<file path="config.mk">
export PLATFORM = sky130hd
export DESIGN_NAME = alu_cmd_sequencer
export DESIGN_NICKNAME = d
export VERILOG_FILES = /design/src/rtl/alu_cmd_pkg.sv /design/src/rtl/alu.sv /design/src/rtl/alu_cmd_sequencer.sv
export SDC_FILE = /design/constraint.sdc
export NUM_CORES = 1
export LEC_CHECK = 0
export BUFFER_PORTS_ARGS = -buffer_cell sky130_fd_sc_hd__buf_2
export CAP_MARGIN = 20
export CORE_MARGIN = 2
export CORE_UTILIZATION = 50
export CTS_BUF_LIST = sky130_fd_sc_hd__clkbuf_16
export DETAILED_ROUTE_END_ITERATION = 16
export PLACE_DENSITY_LB_ADDON = 0.12
export SLEW_MARGIN = 20
export SYNTH_ARGS = -nofsm -noshare
export SYNTH_HDL_FRONTEND = slang
export SYNTH_HIERARCHICAL = 1
export SYNTH_SLANG_ARGS = --single-unit
export TNS_END_PERCENT = 100
</file>
<file path="constraint.sdc">
create_clock -name clk -period 14.9 [get_ports clk]
set_input_delay 2.98 -clock clk [delete_from_list [all_inputs] [get_ports clk]]
set_output_delay 2.98 -clock clk [all_outputs]
set_load 0.02 [all_outputs]
</file>
<file path="src/rtl/alu_cmd_pkg.sv">
`default_nettype none
// +-----------------------------------------------------------------+
// | alu_cmd_pkg : shared types and encodings for alu_cmd_sequencer  |
// | Revision    : 1.0                                               |
// +-----------------------------------------------------------------+
package alu_cmd_pkg;

  typedef enum logic [2:0] {
    ST_IDLE  = 3'd0,
    ST_GET_A = 3'd1,
    ST_GET_B = 3'd2,
    ST_EXEC  = 3'd3,
    ST_RESP  = 3'd4
  } state_t;

  // Logic ops (mode 0)
  localparam logic [1:0] OP_LAND = 2'd0;
  localparam logic [1:0] OP_LOR  = 2'd1;
  localparam logic [1:0] OP_LXOR = 2'd2;
  localparam logic [1:0] OP_LNOT = 2'd3;
  // Arithmetic ops (mode 1)
  localparam logic [1:0] OP_ADD  = 2'd0;
  localparam logic [1:0] OP_SUB  = 2'd1;
  localparam logic [1:0] OP_DIV  = 2'd2;
  localparam logic [1:0] OP_MUL  = 2'd3;

  localparam int         MODE_BIT  = 2;
  localparam logic [7:0] RSVD_MASK = 8'hF8;

endpackage : alu_cmd_pkg
`default_nettype wire

</file>
<file path="src/rtl/alu.sv">
`default_nettype none
// +-----------------------------------------------------------------+
// | alu      : combinational 8-bit logic/arithmetic unit            |
// | Revision : 1.0                                                  |
// +-----------------------------------------------------------------+
module alu
  import alu_cmd_pkg::*;
(
  input  logic [7:0] i_a,
  input  logic [7:0] i_b,
  input  logic       i_mode,
  input  logic [1:0] i_op,
  output logic [7:0] o_y
);

  always_comb begin
    o_y = 8'h00;
    if (i_mode) begin
      case (i_op)
        OP_ADD:  o_y = i_a + i_b;
        OP_SUB:  o_y = i_a - i_b;
        // Zero divisor yields 0 here; the caller substitutes its own value.
        OP_DIV:  o_y = (i_b == 8'h00) ? 8'h00 : (i_a / i_b);
        default: o_y = i_a * i_b;
      endcase
    end else begin
      case (i_op)
        OP_LAND: o_y = i_a & i_b;
        OP_LOR:  o_y = i_a | i_b;
        OP_LXOR: o_y = i_a ^ i_b;
        default: o_y = ~i_a;
      endcase
    end
  end

endmodule : alu
`default_nettype wire

</file>
<file path="src/rtl/alu_cmd_sequencer.sv">
`default_nettype none
// +-----------------------------------------------------------------+
// | alu_cmd_sequencer : byte-stream command front end for the alu   |
// | Revision          : 1.0                                         |
// +-----------------------------------------------------------------+
module alu_cmd_sequencer
  import alu_cmd_pkg::*;
#(
  parameter logic [7:0] DIV0_VALUE = 8'hFF,
  parameter int         CNT_W      = 16
) (
  input  logic             clk,
  input  logic             rst_n,
  input  logic [7:0]       in_data,
  input  logic             in_valid,
  output logic             in_ready,
  output logic [7:0]       res_data,
  output logic             res_err,
  output logic             res_valid,
  input  logic             res_ready,
  output logic [CNT_W-1:0] cmd_count
);

  state_t           r_state;
  state_t           w_next;
  logic [1:0]       r_op;
  logic             r_mode;
  logic [7:0]       r_a;
  logic [7:0]       r_b;
  logic [7:0]       r_res_data;
  logic             r_res_err;
  logic [CNT_W-1:0] r_cnt;

  logic       w_in_hs;
  logic       w_res_hs;
  logic       w_illegal;
  logic       w_is_not;
  logic       w_div0;
  logic [7:0] w_alu_y;

  assign w_in_hs   = in_valid && in_ready;
  assign w_res_hs  = res_valid && res_ready;
  assign w_illegal = |(in_data & RSVD_MASK);
  assign w_is_not  = !r_mode && (r_op == OP_LNOT);
  assign w_div0    = r_mode && (r_op == OP_DIV) && (r_b == 8'h00);

  alu u_alu (
    .i_a    (r_a),
    .i_b    (r_b),
    .i_mode (r_mode),
    .i_op   (r_op),
    .o_y    (w_alu_y)
  );

  always_ff @(posedge clk) begin
    if (!rst_n) r_state <= ST_IDLE;
    else        r_state <= w_next;
  end

  always_comb begin
    w_next = r_state;
    case (r_state)
      ST_IDLE:  if (w_in_hs) w_next = w_illegal ? ST_RESP : ST_GET_A;
      ST_GET_A: if (w_in_hs) w_next = w_is_not ? ST_EXEC : ST_GET_B;
      ST_GET_B: if (w_in_hs) w_next = ST_EXEC;
      ST_EXEC:  w_next = ST_RESP;
      ST_RESP:  if (w_res_hs) w_next = ST_IDLE;
      default:  w_next = ST_IDLE;
    endcase
  end

  always_comb begin
    in_ready  = 1'b0;
    res_valid = 1'b0;
    case (r_state)
      ST_IDLE, ST_GET_A, ST_GET_B: in_ready  = 1'b1;
      ST_RESP:                     res_valid = 1'b1;
      default: begin
        in_ready  = 1'b0;
        res_valid = 1'b0;
      end
    endcase
  end

  always_ff @(posedge clk) begin
    if (!rst_n) begin
      r_op       <= 2'd0;
      r_mode     <= 1'b0;
      r_a        <= 8'h00;
      r_b        <= 8'h00;
      r_res_data <= 8'h00;
      r_res_err  <= 1'b0;
      r_cnt      <= '0;
    end else begin
      case (r_state)
        ST_IDLE: if (w_in_hs) begin
          r_op   <= in_data[1:0];
          r_mode <= in_data[MODE_BIT];
          if (w_illegal) begin
            r_res_data <= 8'h00;
            r_res_err  <= 1'b1;
          end
        end
        ST_GET_A: if (w_in_hs) r_a <= in_data;
        ST_GET_B: if (w_in_hs) r_b <= in_data;
        ST_EXEC: begin
          r_res_data <= w_div0 ? DIV0_VALUE : w_alu_y;
          r_res_err  <= w_div0;
        end
        default: ;
      endcase
      if (w_res_hs) r_cnt <= r_cnt + CNT_W'(1);
    end
  end

  assign res_data  = r_res_data;
  assign res_err   = r_res_err;
  assign cmd_count = r_cnt;

endmodule : alu_cmd_sequencer
`default_nettype wire

</file>
---- Yosys cells after proc, flatten, opt, wreduce, memory -nomap -nowiden ----
Cells that the tools add are included.
operators by class
  equal/unequal tests ..................... 12
  add/sub/neg operators ................... 3
  multipliers ............................. 1
  reductions and logical operators ........ 17
  divide/modulo/power cells ............... 1
  bitwise operators ....................... 4
  mux-type cells .......................... 20
operator list
  kind                   number
  $pmux 8 s3             2
  $mux 8                 5
  $add 16x1->16 const B  1
  $pmux 8 s2             1
  $mux 3                 5
  $pmux 3 s5             1
  $ne 2x2->1 const B     5
  $add 8x8->8            1
  $and 8x8->8            1
  $div 8x8->8            1
  $logic_not 8->1        1
  $mul 8x8->8            1
  $not 8->8              1
  $or 8x8->8             1
  $sub 8x8->8            1
  $xor 8x8->8            1
  $eq 3x2->1 const B     2
  $reduce_and 2->1       3
  $logic_and 1x1->1      5
  $mux 1                 5
  $reduce_or 5->1        1
  $eq 2x2->1 const B     2
  $reduce_and 4->1       1
  $eq 3x1->1 const B     1
  other kinds (9)        9
word-level totals
  logic and storage cells ................. 66
  bits of input ports ..................... 12
  bits in registers ....................... 47
  output and inout bits ................... 27

---- Longest topological paths before layout ----
Gate-level depths: netlist of the first run.
  depth in word-level cells ............... 6
  depth in mapped cells ................... 54
  gate-level depth less buffers ........... 53

---- Cells and area by module ----
The synthesis of the first run kept the hierarchy.
modules (own cells, without submodules)
  module             area an instance (um2)  sequential area each (um2)  times used  cells each
  alu                3474.6                  0.0                         1           449
  alu_cmd_sequencer  1956.9                  940.9                       1           216

---- Worst setup path after synthesis of the first run ----
No wires, ideal clock.
  kind .................................... flip-flop to flip-flop
  start point ............................. register r_b[0]
  end point ............................... register r_res_data[0], in the netlist res_data[0]
  period minus slack after synthesis ...... 10.503 ns
  arrival ................................. 10.378 ns
  path buffers ............................ 2
  cell stages (with the launch flop) ...... 52
  library setup time ...................... 0.124 ns
  slack ................................... 4.397 ns
  required time ........................... 14.776 ns
  path through ............................ dfxtp_1 inv_1 ha_1 o21ba_2 and3_1 nor2_1 a21oi_1 ha_1 a21o_1 nand3_1 a2bb2oi_1 ha_1 o21a_1 or3_1 a31oi_1 nor2b_1 ha_1 o21a_1 [... 16 more ...] mux2_2 ha_1 a21o_1 a211o_1 a31oi_1 inv_1 nor2_1 a21oi_1 ha_1 a21boi_0 o21a_1 o21a_1 o21ai_0 nand3_1 a222oi_1 nor2_1 nor2_1 o2bb2ai_1
on the way
  cells in the longest elaborated chain, start to end .. 6
  elaborated cells between the ends (all ways) .. 15
  those cells by class .................... add/sub (2); mul (1); div (1); mux (6); bitwise (3); reduce/logical (2)
RTL lines
  element                                         RTL line                  source
  from (decl)                                     alu_cmd_sequencer.sv:29   logic [7:0] r_b;
  from (signal assigned)                          alu_cmd_sequencer.sv:105  ST_GET_B: if (w_in_hs) r_b <= in_data;
  $div 8x8->8 or $logic_not 8->1 (tied branches)  alu.sv:23                 OP_DIV: o_y = (i_b == 8'h00) ? 8'h00 : (i_a / i_b);
  $mux 8                                          alu.sv:23
  $pmux 8 s3                                      alu.sv:19                 case (i_op)
  $mux 8 *                                        alu.sv:18                 if (i_mode) begin
  via w_alu_y[0]                                  alu_cmd_sequencer.sv:39   logic [7:0] w_alu_y;
  $mux 8 *                                        alu_cmd_sequencer.sv:107  r_res_data <= w_div0 ? DIV0_VALUE : w_alu_y;
  $pmux 8 s2 *                                    alu_cmd_sequencer.sv:95   case (r_state)
  to (signal assigned)                            alu_cmd_sequencer.sv:107
  to (decl)                                       alu_cmd_sequencer.sv:30   logic [7:0] r_res_data;
The timed path passes the listed nets; every way through them passes the cells marked *.
A chain may end at the register's enable or synchronous reset.

---- Worst setup path after layout of the first run ----
Ends and elaborated chain as after synthesis.

==> results of run 1 <==
==> worst register-to-register path, delay by kind of cell (launching register included) <==
family          cells  cell delay, ns
compound gates     27            6.02
fa+ha+maj           8            2.50
buf+inv             3            0.80
flops               1            0.61
mux                 1            0.37
simple gates       12            1.76
==> sequential cells by signal, indices dropped and copies added (netlist names) <==
signal and count:
r_mode 1, cmd_count 16, r_b 8, r_a 8, r_state 3, res_data 8, r_op 2, res_err 1
==> layer usage <==
metal,routed length (um),GRT usage [%],vias to the layer above
met5,0,0,-
met4,425,11.4,0
met3,599,2.95,34
met2,6910,43.6,150
met1,6420,32.4,2320
li1,-,-,2392
==> worst paths after layout <==
check	startpoint	to	slack, ns	depth (start not counted)
worst max-delay path	r_b[0]	res_data[0]	2.72	51
worst min-delay path	res_data[6]	res_data[6]	0.47	1
worst max register to register	r_b[0]	res_data[0]	2.72	51
worst min register to register	res_data[6]	res_data[6]	0.47	1
==> stage by stage <==
stage	util [%]	hold slack (ns)	std cells	worst slack, ns	cell area (um^2)
detailed placement	53.2	0.446	820	2.98	5690
global placement	53.2	0.444	820	3.40	5690
floorplan	-	0.485	665	4.40	5430
finish	54.7	0.469	827	2.72	5850
CTS	54.7	0.468	827	2.89	5850
global route	54.7	0.482	827	1.69	5850
==> cells by family (layout without fill, tap and decap cells) <==
kind of cell | count (synthesis) | after routing | synth area share [%]
AOI/OAI and AO/OA | 136 | 136 | 17.1
xor gates and xnor gates | 47 | 47 | 7.58
adders and majority gates | 93 | 93 | 23.2
buffers and inverters | 82 | 104 | 6.22
DFF | 47 | 47 | 17.3
muxes | 29 | 29 | 7.51
and+or+nand+nor | 231 | 231 | 21.1
==> layout make-up <==
class | count | share of cell area, %
inverters | 57 | 3.66
multi-input cells | 536 | 71.0
well taps | 140 | 2.99
clock buffers | 5 | 2.14
flip-flops and latches | 47 | 16.1
repair buffers | 40 | 3.51
clock inverters | 2 | 0.642
==> cells in the mapped netlist, types with 3 or more instances <==
master,instances,area [um^2]
nor2_1,85,319
ha_1,80,1000
inv_1,54,203
nand2_1,50,188
dfxtp_1,47,941
a21oi_1,37,185
xnor2_1,34,298
o21a_1,19,143
nor3_1,16,80.1
clkbuf_1,15,56.3
o21ai_0,15,75.1
fa_1,13,260
mux2i_1,13,130
xor2_1,13,114
nand3_1,11,55.1
and3_1,9,56.3
mux4_2,8,180
o2bb2ai_1,8,70.1
nand4_1,7,43.8
nor2b_1,7,43.8
a21o_1,6,45.0
a31oi_1,6,37.5
mux2_2,6,67.6
or3_1,6,37.5
a21boi_0,5,37.5
nor4_1,5,31.3
o211ai_1,5,37.5
or2_2,5,31.3
a222oi_1,4,40.0
nand2b_1,4,25.0
nand3b_1,4,30.0
a211oi_1,3,22.5
a2bb2oi_1,3,26.3
and2_1,3,18.8
buf_1,3,11.3
buf_2,3,15.0
buf_6,3,33.8
nor4b_1,3,26.3
o31a_1,3,26.3
o31ai_1,3,22.5
or4_1,3,22.5
==> power breakdown <==
part / internal (mW) / total, mW / switching, mW
Sequential: 0.127 / 0.131 / 0.00361
Combinational: 0.0276 / 0.0623 / 0.0347
Clock: 0.0782 / 0.126 / 0.0481
Total: 0.233 / 0.319 / 0.0864
==> impl_metrics.py, run 1 <==
metrics = {
    "run_status": {
        "status": "finished, final reports clean",
    },
    "grt": {
        "grt_max_degree": 38,
        "grt_pass1_wl_um": 23700,
        "grt_antenna_before_repair": 0,
        "grt_pass1_vias": 4887,
        "grt_use_total_pct": 25.6,
        "grt.overflow.total": 0,
    },
    "critical_path": {
        "cp.required_ns": 15.08,
        "crit_buf_inv": 3,
        "cp_max_fo": 12,
        "worstSetupPathType": "reg2reg",
        "crit_top_cell": "ha_1",
        "start_kind": "flip-flop",
        "critPathMaxStageDelay_ns": 0.64,
        "endpoint_kind": "flip-flop",
        "cp_top_family": "compound AO/OA/AOI/OAI gates",
        "crit_arrival_ns": 12.36,
        "critPathSlowestCell": "a31oi_1",
    },
    "clocking": {
        "cts.sinks": 47,
        "htree_levels": 2,
        "cts_max_path_buffers": 2,
        "cts_buffers": 5,
        "cts_resized": 0,
        "cts_root_buf": "clkbuf_16",
        "path_clk_slew_ns": 0.06,
        "postCtsHoldBufs": 0,
        "clk_latency_ns": 0.29,
        "cts_tree": "built",
        "post_cts_buffers": 0,
    },
    "floorplan": {
        "io_pins": 39,
        "initial_utilization_pct": 50.8,
        "die_h_um": 108,
        "die_w_um": 108,
        "row_count": 38,
        "core_area_um2": 10700,
        "die_area_um2": 11700,
    },
    "sta": {
        "fin_skew_ns": 0.00785,
        "layout_min_cycle_time_ns": 12.18,
        "finalHoldViolCount": 0,
        "finalSetupTns_ns": 0,
        "setup_viol": 0,
        "tightest_slew_ns": 1.05,
        "maxSlewViolCount": 0,
        "post-route-period-util_pct": 81.8,
        "rsz0062_at_grt": "no",
        "slew_headroom_pct": 29.6,
        "fmax_ghz": 0.0821,
    },
    "cells_and_area": {
        "most-common-layout-cells": "nor2_1 (85), ha_1 (80), inv_1 (54)",
        "layout_commonest_cell": "nor2_1",
        "multi_input_comb_area_um2": 4150,
        "n_fill_cell": 1018,
        "drive_gt1_share_pct": 11.5,
        "regArea_um2": 941,
        "antennaDiodeCount": 0,
        "syn_to_final_growth_pct": 7.72,
        "nets": 792,
    },
    "yosys": {
        "synth_cell_type_count": 72,
        "synth-seq-cells": 47,
        "synth-async-reset-ratio_pct": 0,
        "ys.warnings.count": 6,
        "yosys_most_used_dff": "dfxtp_1",
        "avgSynthCellArea_um2": 8.17,
        "synth_nets": 770,
        "synth_edf_count": 0,
        "synth-seq-area-share_pct": 17.3,
        "syn_area_um2": 5430,
        "synthCells": 665,
    },
    "power": {
        "ir_worst_vdd_uv": 84.1,
        "leakage_nw": 2.57,
        "power_density_nw_per_um2": 54.6,
        "power.total_uw": 319,
    },
    "detailed_routing": {
        "drtIter0Drc": 396,
        "wire_per_inst_um": 17.4,
        "drtAntennaViolNets": 0,
        "dr_total_vias": 4896,
        "totalWireLength_um": 14400,
        "routed_via_density": 5.92,
        "drc_errors": 0,
        "drt_pass1_iterations": 5,
    },
    "place": {
        "hpwl_um": 11200,
        "port_buffers": 38,
        "gp_congestion": 0.903,
    },
    "run": {
        "drv_cap": 0,
    },
    "min_path": {
        "hp-class": "reg2reg",
    },
}
Note: power is estimated with default switching activity, not from simulation.
==> inputs of run 2 (changes only) <==
- ABC_AREA: default -> 1
- clock period: 14.9 -> 9.8 ns (I/O delays scaled with it)
==> run 2 against run 1 <==
  * Sequential share of layout area is 2.4 points lower
  * Synthesized cell count is 38% higher
  * Via count is 19% higher
  * Final cell count is 35% higher
  * Clock skew is 0.0017 ns higher
  * Count of clock-buffer cells in the layout stayed put
  * Core utilization is 5.1 points higher
  * Wire length is 11% higher
  * Clock power is 34% higher
  * Largest cell class unchanged
==> impl_metrics.py, run 2 <==
metrics = {
    "detailed_routing": {
        "routed_via_density": 5.22,
        "drt_pass1_iterations": 5,
        "drtIter0Drc": 431,
        "wire_per_inst_um": 14.3,
        "dr_total_vias": 5834,
        "drc_errors": 0,
        "totalWireLength_um": 16000,
        "drtAntennaViolNets": 0,
    },
    "grt": {
        "grt_use_total_pct": 24.7,
        "grt_pass1_vias": 5182,
        "grt_max_degree": 34,
        "grt_pass1_wl_um": 25800,
        "grt.overflow.total": 0,
        "grt_antenna_before_repair": 0,
    },
    "sta": {
        "finalSetupTns_ns": 0,
        "setup_viol": 0,
        "maxSlewViolCount": 0,
        "fin_skew_ns": 0.00951,
        "finalHoldViolCount": 0,
        "slew_headroom_pct": 59.0,
        "layout_min_cycle_time_ns": 9.05,
        "fmax_ghz": 0.111,
        "post-route-period-util_pct": 92.3,
        "tightest_slew_ns": 0.614,
    },
    "place": {
        "placed_area_um2": 6310,
        "hpwl_um": 12100,
        "gp_congestion": 0.892,
        "port_buffers": 38,
    },
    "clocking": {
        "htree_levels": 2,
        "cts_buffers": 5,
        "postCtsHoldBufs": 0,
        "cts.sinks": 47,
        "cts_max_path_buffers": 2,
        "path_clk_slew_ns": 0.07,
        "cts_root_buf": "clkbuf_16",
        "cts_tree": "built",
        "clk_latency_ns": 0.29,
    },
    "power": {
        "ir_worst_vdd_uv": 430,
        "power_density_nw_per_um2": 249,
        "leakage_nw": 3.64,
    },
    "critical_path": {
        "r2r-start": "r_b[0]",
        "critPathSlowestCell": "dfxtp_2",
        "reg2reg_to": "res_data[0]",
        "cp_max_fo": 8,
        "r2r_slack_ns": 0.75,
        "rr_worst_depth": 73,
        "worstSetupPathType": "reg2reg",
        "crit_arrival_ns": 9.26,
        "start_kind": "flip-flop",
        "endpoint_kind": "flip-flop",
        "critPathMaxStageDelay_ns": 0.33,
        "cp.required_ns": 10.01,
        "crit_top_cell": "nand2_1",
    },
    "floorplan": {
        "io_pins": 39,
        "die_h_um": 113,
        "row_count": 39,
        "core_area_um2": 11500,
        "initial_utilization_pct": 51.5,
        "die_w_um": 113,
        "die_area_um2": 12700,
    },
    "yosys": {
        "syn_area_um2": 5930,
        "synth-seq-area-share_pct": 15.9,
        "synthCells": 918,
        "synth_area_leader_cell": "ha_1",
        "ys.warnings.count": 6,
        "synth_area_leaders": "ha_1 (17%), dfxtp_1 (16%), nand2_1 (15%), inv_1 (9.6%), nor2_1 (4.7%)",
        "yosys_most_used_dff": "dfxtp_1",
        "synth-async-reset-ratio_pct": 0,
        "avgSynthCellArea_um2": 6.46,
        "synth_cell_type_count": 51,
        "synth_common_cells": "nand2_1 (240), inv_1 (151), ha_1 (80)",
        "synth_nets": 1023,
        "synth_edf_count": 0,
        "yosysTopAreaCellShare_pct": 16.9,
        "synth.most_common_cell": "nand2_1",
        "synth-seq-cells": 47,
    },
    "run_status": {
        "status": "finished, final reports clean",
    },
    "min_path": {
        "hold_depth": 2,
        "hp-class": "reg2reg",
        "min-delay-start": "res_err",
        "min_to": "res_err",
    },
    "cells_and_area": {
        "nets": 1079,
        "most-common-layout-cells": "nand2_1 (231), inv_1 (145), nor2_1 (73)",
        "final_cell_area_um2": 6880,
        "multi_input_comb_area_um2": 4550,
        "layout_commonest_cell": "nand2_1",
        "drive_gt1_share_pct": 19.8,
        "regArea_um2": 943,
        "syn_to_final_growth_pct": 16.1,
        "n_fill_cell": 1134,
        "largest_reg_flops": 16,
        "antennaDiodeCount": 0,
    },
    "run": {
        "drv_cap": 0,
    },
}
==> run 2: cell types whose count changed in the layout (fill, tap and decap cells not counted), moves of 13 or more <==
cell     delta
inv_2      +13
xnor2_1    -24
o21ai_1    +17
o21ai_0    +17
o21ai_2    +14
nand3_1    +19
buf_4      +32
inv_1      +91
o21a_1     -18
nand2_1   +181
mux2i_1    -13
nand2_2    +15
==> run 2: metrics by stage <==
stage / hold WS (ns) / power [mW] / instances / setup WS, ns / utilization (%)
after CTS: 0.445 / 1.33 / 1102 / 0.112 / 56.1
after global placement: 0.432 / 1.15 / 1094 / 0.484 / 54.8
after detailed placement: 0.430 / 1.15 / 1094 / 0.171 / 54.8
after floorplan: 0.468 / 0.986 / 918 / 0.887 / -
final: 0.443 / 1.71 / 1118 / 0.752 / 59.8
after global routing: 0.463 / 1.88 / 1118 / -0.0716 / 59.8
==> run 2: critical path: cells and delay by family, from the launching register on <==
family / cells / cell delay [ns]
simple gates: 37 / 3.30
compound gates: 19 / 2.44
fa+ha+maj: 8 / 2.26
flops: 1 / 0.33
buf+inv: 9 / 0.66
==> run 2: what timing repair did <==
item	4_1_cts	5_1_grt
gates resized for setup	0	71
buffers inserted	0	16
endpoints found under the setup margin	0	2
==> run 2: worst max-delay path by stage <==
| stage | to | depth (start not counted) | slack, ns | start |
|---|---|---|---|---|
| 6_report | res_data[0] | 73 | 0.75 | r_b[0] |
| 5_1_grt | res_data[0] | 73 | -0.07 | r_b[0] |
| 4_1_cts | res_data[0] | 75 | 0.11 | r_a[7] |
| 2_1_floorplan | res_data[0] | 76 | 0.89 | r_b[0] |
| 3_5_place_dp | res_data[0] | 75 | 0.17 | r_a[7] |
| 3_3_place_gp | res_data[0] | 75 | 0.48 | r_a[7] |
==> run 2: logic make-up after synthesis <==
logic type | Yosys count | synth area share, %
buffers and inverters | 185 | 12.4
AO/OA/AOI/OAI | 151 | 14.9
adder cells (fa/ha/maj) | 93 | 21.3
flip-flops | 47 | 15.9
AND/OR/NAND/NOR | 412 | 31.2
XOR/XNOR | 30 | 4.43
==> run 2: layer usage <==
metal	wire (um)	vias up	share of wire, %	track usage, %
met3	820	10	5.1	1.93
li1	-	3033	-	-
met5	0	-	0	0
met4	104	0	0.65	3.82
met2	6960	141	44	38.1
met1	8070	2650	51	38.3
==> run 2: area by class of cell <==
type,instances,area share [%]
clock inverter,3,0.327
clock buffer,5,1.82
multi-input combinational,686,66.2
timing repair buffer,72,6.47
tap,143,2.60
sequential,47,13.7
inverter,162,8.91
==> run 2: where the power goes <==
group | leakage, nW | internal [mW] | switching [mW]
registers | 0.381 | 0.193 | 0.00474
clock network | 0.0742 | 0.0954 | 0.0734
logic | 3.18 | 0.601 | 0.745
total | 3.64 | 0.889 | 0.823
==> inputs of run 3 (changes only) <==
- clock period: 9.8 -> 9.9 ns (I/O delays scaled with it)
==> run 3 against run 2 <==
  * Wire length increased by 1.5%
  * First-iteration DRC count increased by 11%
  * Die area unchanged
  * Global-route usage increased by 0.55 points
  * Worst setup slack got worse by 0.099 ns
  * Sequential power about the same
  * Flip-flop and latch count unchanged
  * Clock power about the same
  * Total power increased by 3.2%
  * Core utilization decreased by 0.13 points
  * Combinational power increased by 4%
  * Register-to-register slack got worse by 0.099 ns
  * Largest cell class unchanged
  * Largest power group unchanged
==> impl_metrics.py, run 3 (synthesis results as in run 2) <==
metrics = {
    "run_status": {
        "status": "finished, final reports clean",
    },
    "grt": {
        "grt_antenna_before_repair": 0,
        "grt_use_total_pct": 25.2,
        "grt.overflow.total": 0,
        "grt_pass1_vias": 5408,
        "grt_pass1_wl_um": 26400,
        "grt_max_degree": 34,
    },
    "critical_path": {
        "cp.required_ns": 10.05,
        "crit_arrival_ns": 9.40,
        "crit_top_cell": "nand2_1",
        "reg2reg_to": "res_data[0]",
        "r2r-start": "r_b[0]",
        "cp_max_fo": 7,
        "r2r_slack_ns": 0.65,
        "rr_worst_depth": 73,
        "critPathSlowestCell": "ha_1",
        "endpoint_kind": "flip-flop",
        "start_kind": "flip-flop",
        "worstSetupPathType": "reg2reg",
        "critPathMaxStageDelay_ns": 0.36,
    },
    "sta": {
        "layout_min_cycle_time_ns": 9.25,
        "fmax_ghz": 0.108,
        "slew_headroom_pct": 60.1,
        "tightest_slew_ns": 0.596,
        "finalSetupTns_ns": 0,
        "finalHoldViolCount": 0,
        "holdWs_ns": 0.442,
        "fin_skew_ns": 0.00657,
        "maxSlewViolCount": 0,
        "setup_viol": 0,
        "post-route-period-util_pct": 93.4,
    },
    "cells_and_area": {
        "largest_reg_flops": 16,
        "drive_gt1_share_pct": 19.1,
        "regArea_um2": 942,
        "syn_to_final_growth_pct": 15.9,
        "layout_commonest_cell": "nand2_1",
        "antennaDiodeCount": 0,
        "most-common-layout-cells": "nand2_1 (231), inv_1 (147), nor2_1 (72)",
        "multi_input_comb_area_um2": 4520,
        "n_fill_cell": 1137,
        "nets": 1079,
    },
    "min_path": {
        "min-delay-start": "res_err",
        "min_to": "res_err",
        "hp-class": "reg2reg",
        "hold_depth": 2,
    },
    "power": {
        "switching_share_pct": 48.3,
        "power_switching_uw": 854,
        "ir_worst_vdd_uv": 707,
        "power_density_nw_per_um2": 257,
        "pwr-share-comb_pct": 79.4,
        "p_seq_share_pct": 11.1,
        "p_clk_share_pct": 9.5,
        "p_int_uw": 913,
        "leakage_nw": 3.64,
    },
    "detailed_routing": {
        "wire_per_inst_um": 14.5,
        "totalWireLength_um": 16200,
        "drt_pass1_iterations": 5,
        "drc_errors": 0,
        "dr_total_vias": 5891,
        "routed_via_density": 5.27,
        "drtIter0Drc": 480,
        "drtAntennaViolNets": 0,
    },
    "clocking": {
        "path_clk_slew_ns": 0.07,
        "cts.sinks": 47,
        "cts_tree": "built",
        "htree_levels": 2,
        "cts_max_path_buffers": 2,
        "cts_buffers": 5,
        "cts_root_buf": "clkbuf_16",
        "clk_latency_ns": 0.29,
        "postCtsHoldBufs": 0,
    },
    "place": {
        "hpwl_um": 12300,
        "port_buffers": 38,
        "gp_congestion": 0.895,
    },
    "run": {
        "drv_cap": 0,
    },
    "floorplan": {
        "die_w_um": 113,
        "die_h_um": 113,
        "core_area_um2": 11500,
        "initial_utilization_pct": 51.5,
        "io_pins": 39,
        "row_count": 39,
        "die_area_um2": 12700,
    },
}
-- run 3: final cells by class --
| cell class | instances | share of cell area, % |
|---|---|---|
| Timing Repair Buffer | 72 | 6.72 |
| Sequential cell | 47 | 13.7 |
| Inverter | 162 | 8.96 |
| Multi-Input combinational cell | 686 | 65.9 |
| Clock buffer | 5 | 1.82 |
| Clock inverter | 3 | 0.291 |
| Tap cell | 143 | 2.61 |
-- run 3: how the worst max path moves through the flow --
stage,slack [ns],startpoint,cells past startpoint,end
after floorplan,0.99,r_b[0],76,res_data[0]
after global placement,0.40,r_a[7],75,res_data[0]
after detailed placement,0.21,r_a[7],75,res_data[0]
after CTS,0.14,r_a[7],75,res_data[0]
after global routing,-0.17,r_b[0],77,res_data[0]
final,0.65,r_b[0],73,res_data[0]
-- run 3: worst max-delay path: cells and delay by family, from the launching register on --
| family | cells | cell delay [ns] |
|---|---|---|
| AND/OR/NAND/NOR | 36 | 3.59 |
| flip-flops | 1 | 0.32 |
| buffers and inverters | 10 | 0.64 |
| adder cells (fa/ha/maj) | 8 | 2.34 |
| AO/OA/AOI/OAI | 19 | 2.22 |
-- run 3: power by group through the flow --
| stage | clock (mW) | sequential [mW] | combinational (mW) |
|---|---|---|---|
| 2_1_floorplan | 0 | 0.198 | 0.777 |
| 3_3_place_gp | 0 | 0.200 | 0.945 |
| 3_5_place_dp | 0 | 0.200 | 0.951 |
| 4_1_cts | 0.173 | 0.196 | 0.958 |
| 5_1_grt | 0.179 | 0.196 | 1.58 |
| 6_report | 0.168 | 0.196 | 1.40 |
-- run 3: what timing repair did --
item | in CTS | in global routing
buffers inserted | 0 | 17
setup endpoints to repair | 0 | 2
resized for setup | 0 | 68
-- run 3: through the flow --
step	setup WS (ns)	cell area (um^2)	instances	power [mW]	util (%)
6_report	0.654	6870	1118	1.77	59.6
5_1_grt	-0.168	6870	1118	1.95	59.6
4_1_cts	0.144	6440	1101	1.33	56.0
3_5_place_dp	0.214	6300	1093	1.15	54.7
3_3_place_gp	0.396	6300	1093	1.15	54.7
2_1_floorplan	0.987	5930	918	0.976	-
-- run 3: layer usage --
metal  up-vias  track usage [%]  wire length [um]
li1       3034                -                 -
met4         0             5.37               210
met5         -                0                 0
met2       160             40.2              7130
met3        22             2.57               824
met1      2675             37.2              8020
